### src/rtl/ipm_fifo_rd_stream.sv
// ipm_fifo_rd_stream: drains a fixed-latency FIFO read port into a valid/ready stream
// through a small prefetch buffer so the issue logic never depends on data_out_ready.
module ipm_fifo_rd_stream #(
    parameter int W = 8,
    parameter int RD_LAT = 1
) (
    input  logic         clk,
    input  logic         rst,
    input  logic         fifo_rd_empty,
    output logic         fifo_rd_en,
    input  logic [W-1:0] fifo_rd_data,
    output logic [W-1:0] data_out,
    output logic         data_out_valid,
    input  logic         data_out_ready,
    output logic [2:0]   buf_level
);
    localparam int DEPTH = RD_LAT + 2;
    localparam int PW = $clog2(DEPTH);

    logic [RD_LAT-1:0] lat_q, lat_d;
    logic [W-1:0]      buf_q [DEPTH];
    logic [PW-1:0]     wptr_q, wptr_d, rptr_q, rptr_d;
    logic [2:0]        level_q, level_d, inflight;
    logic              capture, fifo_read;

    function automatic logic [PW-1:0] inc(input logic [PW-1:0] p);
        return p == PW'(DEPTH - 1) ? '0 : p + PW'(1);
    endfunction

    always_comb begin
        inflight = '0;
        for (int i = 0; i < RD_LAT; i++) inflight = inflight + 3'(lat_q[i]);
    end

    // Reserve a buffer slot for every read still in flight before issuing another.
    assign fifo_rd_en     = ~fifo_rd_empty & (({1'b0, inflight} + {1'b0, level_q}) < 4'(DEPTH));
    assign capture        = lat_q[RD_LAT-1];
    assign data_out_valid = level_q != '0;
    assign fifo_read      = data_out_valid & data_out_ready;
    assign data_out       = buf_q[rptr_q];
    assign buf_level      = level_q;

    always_comb begin
        lat_d   = RD_LAT'({lat_q, fifo_rd_en});
        wptr_d  = capture ? inc(wptr_q) : wptr_q;
        rptr_d  = fifo_read ? inc(rptr_q) : rptr_q;
        level_d = level_q + 3'(capture) - 3'(fifo_read);
    end

    always_ff @(posedge clk or posedge rst) begin
        if (rst) begin
            lat_q   <= '0;
            wptr_q  <= '0;
            rptr_q  <= '0;
            level_q <= '0;
            for (int i = 0; i < DEPTH; i++) buf_q[i] <= '0;
        end else begin
            lat_q   <= lat_d;
            wptr_q  <= wptr_d;
            rptr_q  <= rptr_d;
            level_q <= level_d;
            if (capture) buf_q[wptr_q] <= fifo_rd_data;
        end
    end

    assert property (@(posedge clk) disable iff (rst)
        ({1'b0, inflight} + {1'b0, level_q}) <= 4'(DEPTH));

endmodule

### config.mk
export PLATFORM = sky130hd
export DESIGN_NAME = ipm_fifo_rd_stream
export DESIGN_NICKNAME = d
export VERILOG_FILES = /design/src/rtl/ipm_fifo_rd_stream.sv
export SDC_FILE = /design/constraint.sdc
export NUM_CORES = 1
export LEC_CHECK = 0
export BUFFER_PORTS_ARGS = -buffer_cell sky130_fd_sc_hd__buf_2
export CORE_ASPECT_RATIO = 2
export CORE_MARGIN = 2
export CORE_UTILIZATION = 49
export CTS_CLUSTER_DIAMETER = 60
export DETAILED_ROUTE_END_ITERATION = 10
export GPL_TIMING_DRIVEN = 0
export PLACE_DENSITY = 0.74
export REMOVE_ABC_BUFFERS = 1
export SYNTH_ARGS = -nofsm -noshare
export SYNTH_HDL_FRONTEND = slang
export SYNTH_SLANG_ARGS = --single-unit
### constraint.sdc
create_clock -name clk -period 1.75 [get_ports clk]
set_clock_uncertainty 0.05 [all_clocks]
set_input_delay 0.175 -clock clk [delete_from_list [all_inputs] [get_ports clk]]
set_output_delay 0.175 -clock clk [all_outputs]
set_load 0.005 [all_outputs]
[Word level (Yosys, flattened, before mapping)]
Cells that the tools add are included.
Operators by class
  reduce and logical (&&, ||, !) cells: 2
  mux-type cells: 8
  shifts and indexed selects: 0
  multiply operators: 0
  $lt $le $gt $ge: 4
  equal/unequal tests: 2
  bitwise logic cells: 5
  divide/modulo/power cells: 0
  add/subtract/negate cells: 5
Operators by type and width (count)
  bitwise mux 24 bit: 1
  two-way mux 8 bit: 3
  binary-select mux 8 bit (select 2 bit): 1
  demux 8 bit (select 2 bit): 1
  greater-or-equal comparator 3 bit, second input constant: 2
  NOT 2 -> 3 bit: 2
  adder 1 x 3 -> 4 bit: 1
  adder 2 x 1 -> 2 bit, second input constant: 2
  equality test 2 bit, second input constant: 2
  less-than comparator 4 x 2 -> 1 bit, second input constant: 1
  two-way mux 2 bit: 2
  adder 3 x 1 -> 3 bit: 1
  less-than comparator 3 x 1 -> 1 bit, second input constant: 1
  nonzero test 3 bit: 1
  subtractor 3 x 1 -> 3 bit: 1
  AND 1 bit: 2
  logical AND 1 bit: 1
  NOT 1 bit: 1
Word-level totals
  memories: 0
  latch bits: 0
  register bits after elaboration: 32
  memory bits (read-only): 0
  bits in writable memories: 0
  logic and storage cells: 33
  output and inout port bits: 13

[Longest topological paths before layout]
  word-level depth: 6
  depth in mapped cells: 6
  depth with buffers taken out: 6

[Worst setup path before layout]
Ideal clock, no wire load.
  kind: flip-flop to flip-flop
  start point: reg level_q[1] (netlist: buf_level[1])
  end point: reg level_q[2] (netlist: buf_level[2])
  setup time: 123 ps
  arrival time: 1726 ps
  path buffers: 0
  cell stages (with the launch flop): 7
  period minus slack after synthesis: 1899 ps
  slack: -149 ps
  cell sequence: dfrtp_1 o31a_1 ha_1 inv_1 ha_1 fa_1 xnor2_1
Between the ends
  longest elaborated chain between the ends: 3
  elaborated cells on any way between the ends: 4
Ends and longest elaborated chain
  from (decl): line 23  | logic [2:0] level_q, level_d, inflight;
  from (signal assigned): line 61  | level_q <= level_d;
  nonzero test 3 bit: line 38  | assign data_out_valid = level_q != '0;
  AND 1 bit: line 39  | assign fifo_read = data_out_valid & data_out_ready;
  via fifo_read: line 24  | logic capture, fifo_read;
  subtractor 3 x 1 -> 3 bit: line 47  | level_d = level_q + 3'(capture) - 3'(fifo_read);
  via level_d[2]: line 23
The timed path passes the listed nets, and every way through them passes these cells.
A chain may end at the register's enable or synchronous reset.

[Final worst setup path]
  start point: reg level_q[0] (netlist: buf_level[0])
  end point: reg level_q[2] (netlist: buf_level[2])
Same word-level chain as after synthesis.

==> out/metrics.sh <==
RUN_STATUS='finished with violations'
VIOLATIONS='negative setup slack'
SYNTH_CELL_TYPE_COUNT=21
POST_SYNTH_TOP_FLOP='dfrtp_1'
CRITICAL_PATH.CELL_CHAIN='o31a_1, ha_1, inv_1, ha_2, fa_2, xnor2_1'
SYN_AREA_SQ_MM=0.00147
NUMBER_OF_ANTENNA_VIOLATIONS_AT_THE_FIRST_CHECK_IN_GLOBAL_ROUTING=0
ANTENNA_VIOLATING_NETS_POST_ROUTE=0
SLEW_VIOLATIONS=0
PLACEMENT.IO_BUFFERS=24
WORSTREG2REGSTART='buf_level[0]'
POST-ROUTE-DRC-COUNT=0
WORST_SETUP_HOLD_PATH_CLK_SLEW_PS=70
DPL_WORST_SLACK_PS=-271
TIMING.FINAL.SETUP_VIOLATIONS=3
VIAS=942
ROUTED_VIA_DENSITY=5.57
SYNTHCELLS=102
WORST_SLEW_PIN_SLEW_PS=558
INITIAL_UTILIZATION_PCT=50.5
WORST_PATH_LARGEST_CELL_DELAY_PS=440
WORSTPATHBUFFERINVERTERCOUNT=1
RSZ0062_AT_GRT='yes'
LEAKAGE_POWER_SUMMED_OVER_ALL_CELLS_nW=0.835
SLEW-LIMIT-HEADROOM_PCT=62.6
CRITPATHLAUNCHTYPE='flop'
FIN_CRIT_SH_PCT=107
ROUTEDWLPERCELL_MICRONS=16.0
GRT_START_MAX_NET_PINS=33
POST-ROUTE-MIN-PERIOD_PS=1880
INSERTED_DIODES=0
DRV.MAX_CAP_VIOLATION_COUNT=0
SUM_OF_NET_HALF_PERIMETERS_AFTER_DETAILED_PLACEMENT_MICRONS=1840
HOLDCRITSTARTPOINT='fifo_rd_data[0]'
SYNTH-SEQ-AREA-SHARE_PCT=54.6
AVGSYNTHCELLAREA_SQ_UM=14.4
YOSYS-TOP-CELLS-COUNT='dfrtp_1, mux2_2, mux2i_1, o2bb2ai_1, inv_1'
FP.DIEAREA_SQ_MM=0.00348
ROOT_BUFFER='clkbuf_8'
GRT_UTIL_ALL_LAYERS_PCT=18.2
WORSTPATHREQUIRED_PS=1860
LAYOUT.CORE_UTILIZATION_PCT=63.0
TIMING_HOLD_VIOLATIONS_FINAL=0
YOSYS.AREA_SHARE.ADDER_PCT=5.63
YOSYSWARNINGCOUNT=0
PATH_CLASS='reg2reg'
WORST_EP_ARRIVAL_TIME_PS=1990
GLOBALPLACE.CONGESTION=0.700
COREAREA_SQ_MM=0.00291
NUMCTSBUFFERS=5
TRITONCTS_NUM_SINKS=32
STD_CELL_ROWS=28
CRIT_PATH_TOP_DELAY_CELL='dfrtp_2'
YOSYS-TOP-CELLS-AREA='dfrtp_1, mux2_2, mux2i_1'
DIE_W_MICRONS=42.7
POST-PLACE-CELLS=153
SYNTHDOMINANTCELLAREASHARE_PCT=54.6
SEQ_POWER_SHARE_PCT=42.8
P_COMB_SHARE_PCT=40.4
CRITICAL_PATH.STARTPOINT='buf_level[0]'
SYNTH-COMPOUND-AREA-SHARE_PCT=6.91
MAIN_COMBINATIONAL_CELL_FAMILY_BY_AREA_AFTER_SYNTHESIS='multiplexers'
SYNTH_MOST_COMMON_CELL='dfrtp_1'
YOSYS-MUX-AREA-FRACTION_PCT=25.4
DETAILED_ROUTE_WL_MICRONS=2710
CTS.HTREE.LEVELS=2
GRT.OVERFLOW.TOTAL=0
POWER.SWITCHING_FRACTION_PCT=32.6
SYNTHARSTFLOPSHARE_PCT=100
FP.DIEH_MICRONS=81.4
FIN_TOTAL_PWR_mW=3.37
WORSTSETUPENDPOINTTYPE='flop'
LAYOUTNONFILLERINSTCOUNT=169
SYNTH-SIMPLE-AREA-SHARE_PCT=3.92
CLOCK_INSERTION_DELAY_WORST_SKEW_PS=270
WORSTPATHMAXFANOUT=4
DRT_FIRST_PASS_ITERS=4
FRACTION_OF_SYNTHESIZED_CELL_AREA_IN_XOR_AND_XNOR_CELLS_PCT=1.19
HP-CLASS='in2reg'
POWER_PER_CELL_AREA_mW_PER_MM2=1840
DRIVE_ABOVE_1_SHARE_PCT=54.7
NETS=156
SYNTHTOLAYOUTAREAGROWTH_PCT=24.8
CTS_TREE='yes'
PWR-SHARE-CLK_PCT=16.8
P_SW_mW=1.10
COUNT_OF_BOUNDARY_I_O_PINS=25
POST-SYNTH-TOP-AREA-CELL='dfrtp_1'
CTS_BUFFER_DEPTH=2
GLOBAL_ROUTE_WIRE_LENGTH_BEFORE_REPAIR_MICRONS=4630
SYNTH_EDF_COUNT=0
SYNTH_SEQ_CELLS=32
FF2FF_SETUP_SLACK_PS=-130
VDD_DROP_MAX_uV=1120
DETAILEDROUTE.FIRSTITERATIONVIOLATIONS=2
VIAS_IN_THE_FIRST_GLOBAL_ROUTE=1031
MAXCLOCKFREQUENCY_MHz=532
CRITICAL-PATH-TOP-DELAY-FAMILY='adder cells'
INTERNAL_POWER_mW=2.27
FIN_WS_PS=-131
[placed cells by master, fill, tap and decap left out]
master	instances
nor2_2	1
nand3b_2	1
dfrtp_1	29
clkinv_1	1
buf_2	24
buf_4	6
inv_1	5
nor2_1	1
nor2b_4	1
ha_4	2
ha_2	1
buf_16	1
clkinv_2	2
xor2_1	1
or3_1	1
clkbuf_8	6
nor3b_4	1
xnor2_1	1
o21ai_0	1
fa_2	1
mux2_2	26
nand3b_1	1
a21o_1	1
dfrtp_2	3
dlygate4sd3_1	1
a221o_1	1
ha_1	2
o2bb2ai_1	8
o31a_1	1
mux2i_1	8
[final cells by class]
| cell class | count | area, sq um |
|---|---|---|
| fillers | 228 | 1080 |
| flip-flops and latches | 32 | 805 |
| multi-input cells | 61 | 672 |
| repair buffers | 32 | 203 |
| clock buffers | 6 | 82.6 |
| well taps | 30 | 37.5 |
| inverters | 6 | 22.5 |
| clock inverters | 2 | 10.0 |
[registers in the layout (all words and copies together) (netlist names)]
signal     count
capture        1
buf_level      3
rptr_q         2
buf_q         24
wptr_q         2
[power by group through the flow]
stage	logic, mW	clock network (mW)	registers (mW)
3_3_place_gp	1.16	0	1.43
5_1_grt	1.55	0.618	1.50
6_report	1.36	0.565	1.44
3_5_place_dp	1.22	0	1.45
2_1_floorplan	0.857	0	1.36
4_1_cts	1.35	0.586	1.42
[kinds of logic after synthesis]
group,Yosys count
muxes,34
xor gates and xnor gates,2
DFF,32
AOI/OAI and AO/OA,12
adders and majority gates,6
buffers and inverters,9
and+or+nand+nor,7
[layer usage]
metal	routed length [microns]	global-route usage (%)	part of all wire, %
met5	0	0	0
met4	43	7.81	1.6
met3	92	4.89	3.4
met2	1580	33.8	58
met1	989	18.4	37
[per-stage QoR]
step | setup TNS, ps | hold WS, ps | instance area (sq um)
after floorplan | -230 | 241 | 1460
after global placement | -710 | 378 | 1610
after detailed placement | -682 | 390 | 1610
after CTS | -394 | 101 | 1770
after global routing | -743 | 102 | 1830
final | -339 | 106 | 1830
[what timing repair did]
action / CTS / global route
buffers inserted: 5 / 1
hold buffers: 0 / 1
gates resized for setup: 6 / 5
setup endpoints to repair: 11 / 11
pin swaps: 4 / 2
endpoints found under the hold margin: 0 / 13
[worst paths after layout]
| kind | depth (start not counted) | to |
|---|---|---|
| max in group asynchronous | 4 | rptr_q[0] |
| worst min-delay path | 2 | buf_q[0] |
| min in group asynchronous | 3 | buf_q[22] |
| worst max register to register | 6 | buf_level[2] |
| worst min register to register | 1 | buf_q[1] |
| worst max-delay path | 6 | buf_level[2] |
Power figures use the tool's default switching activity.
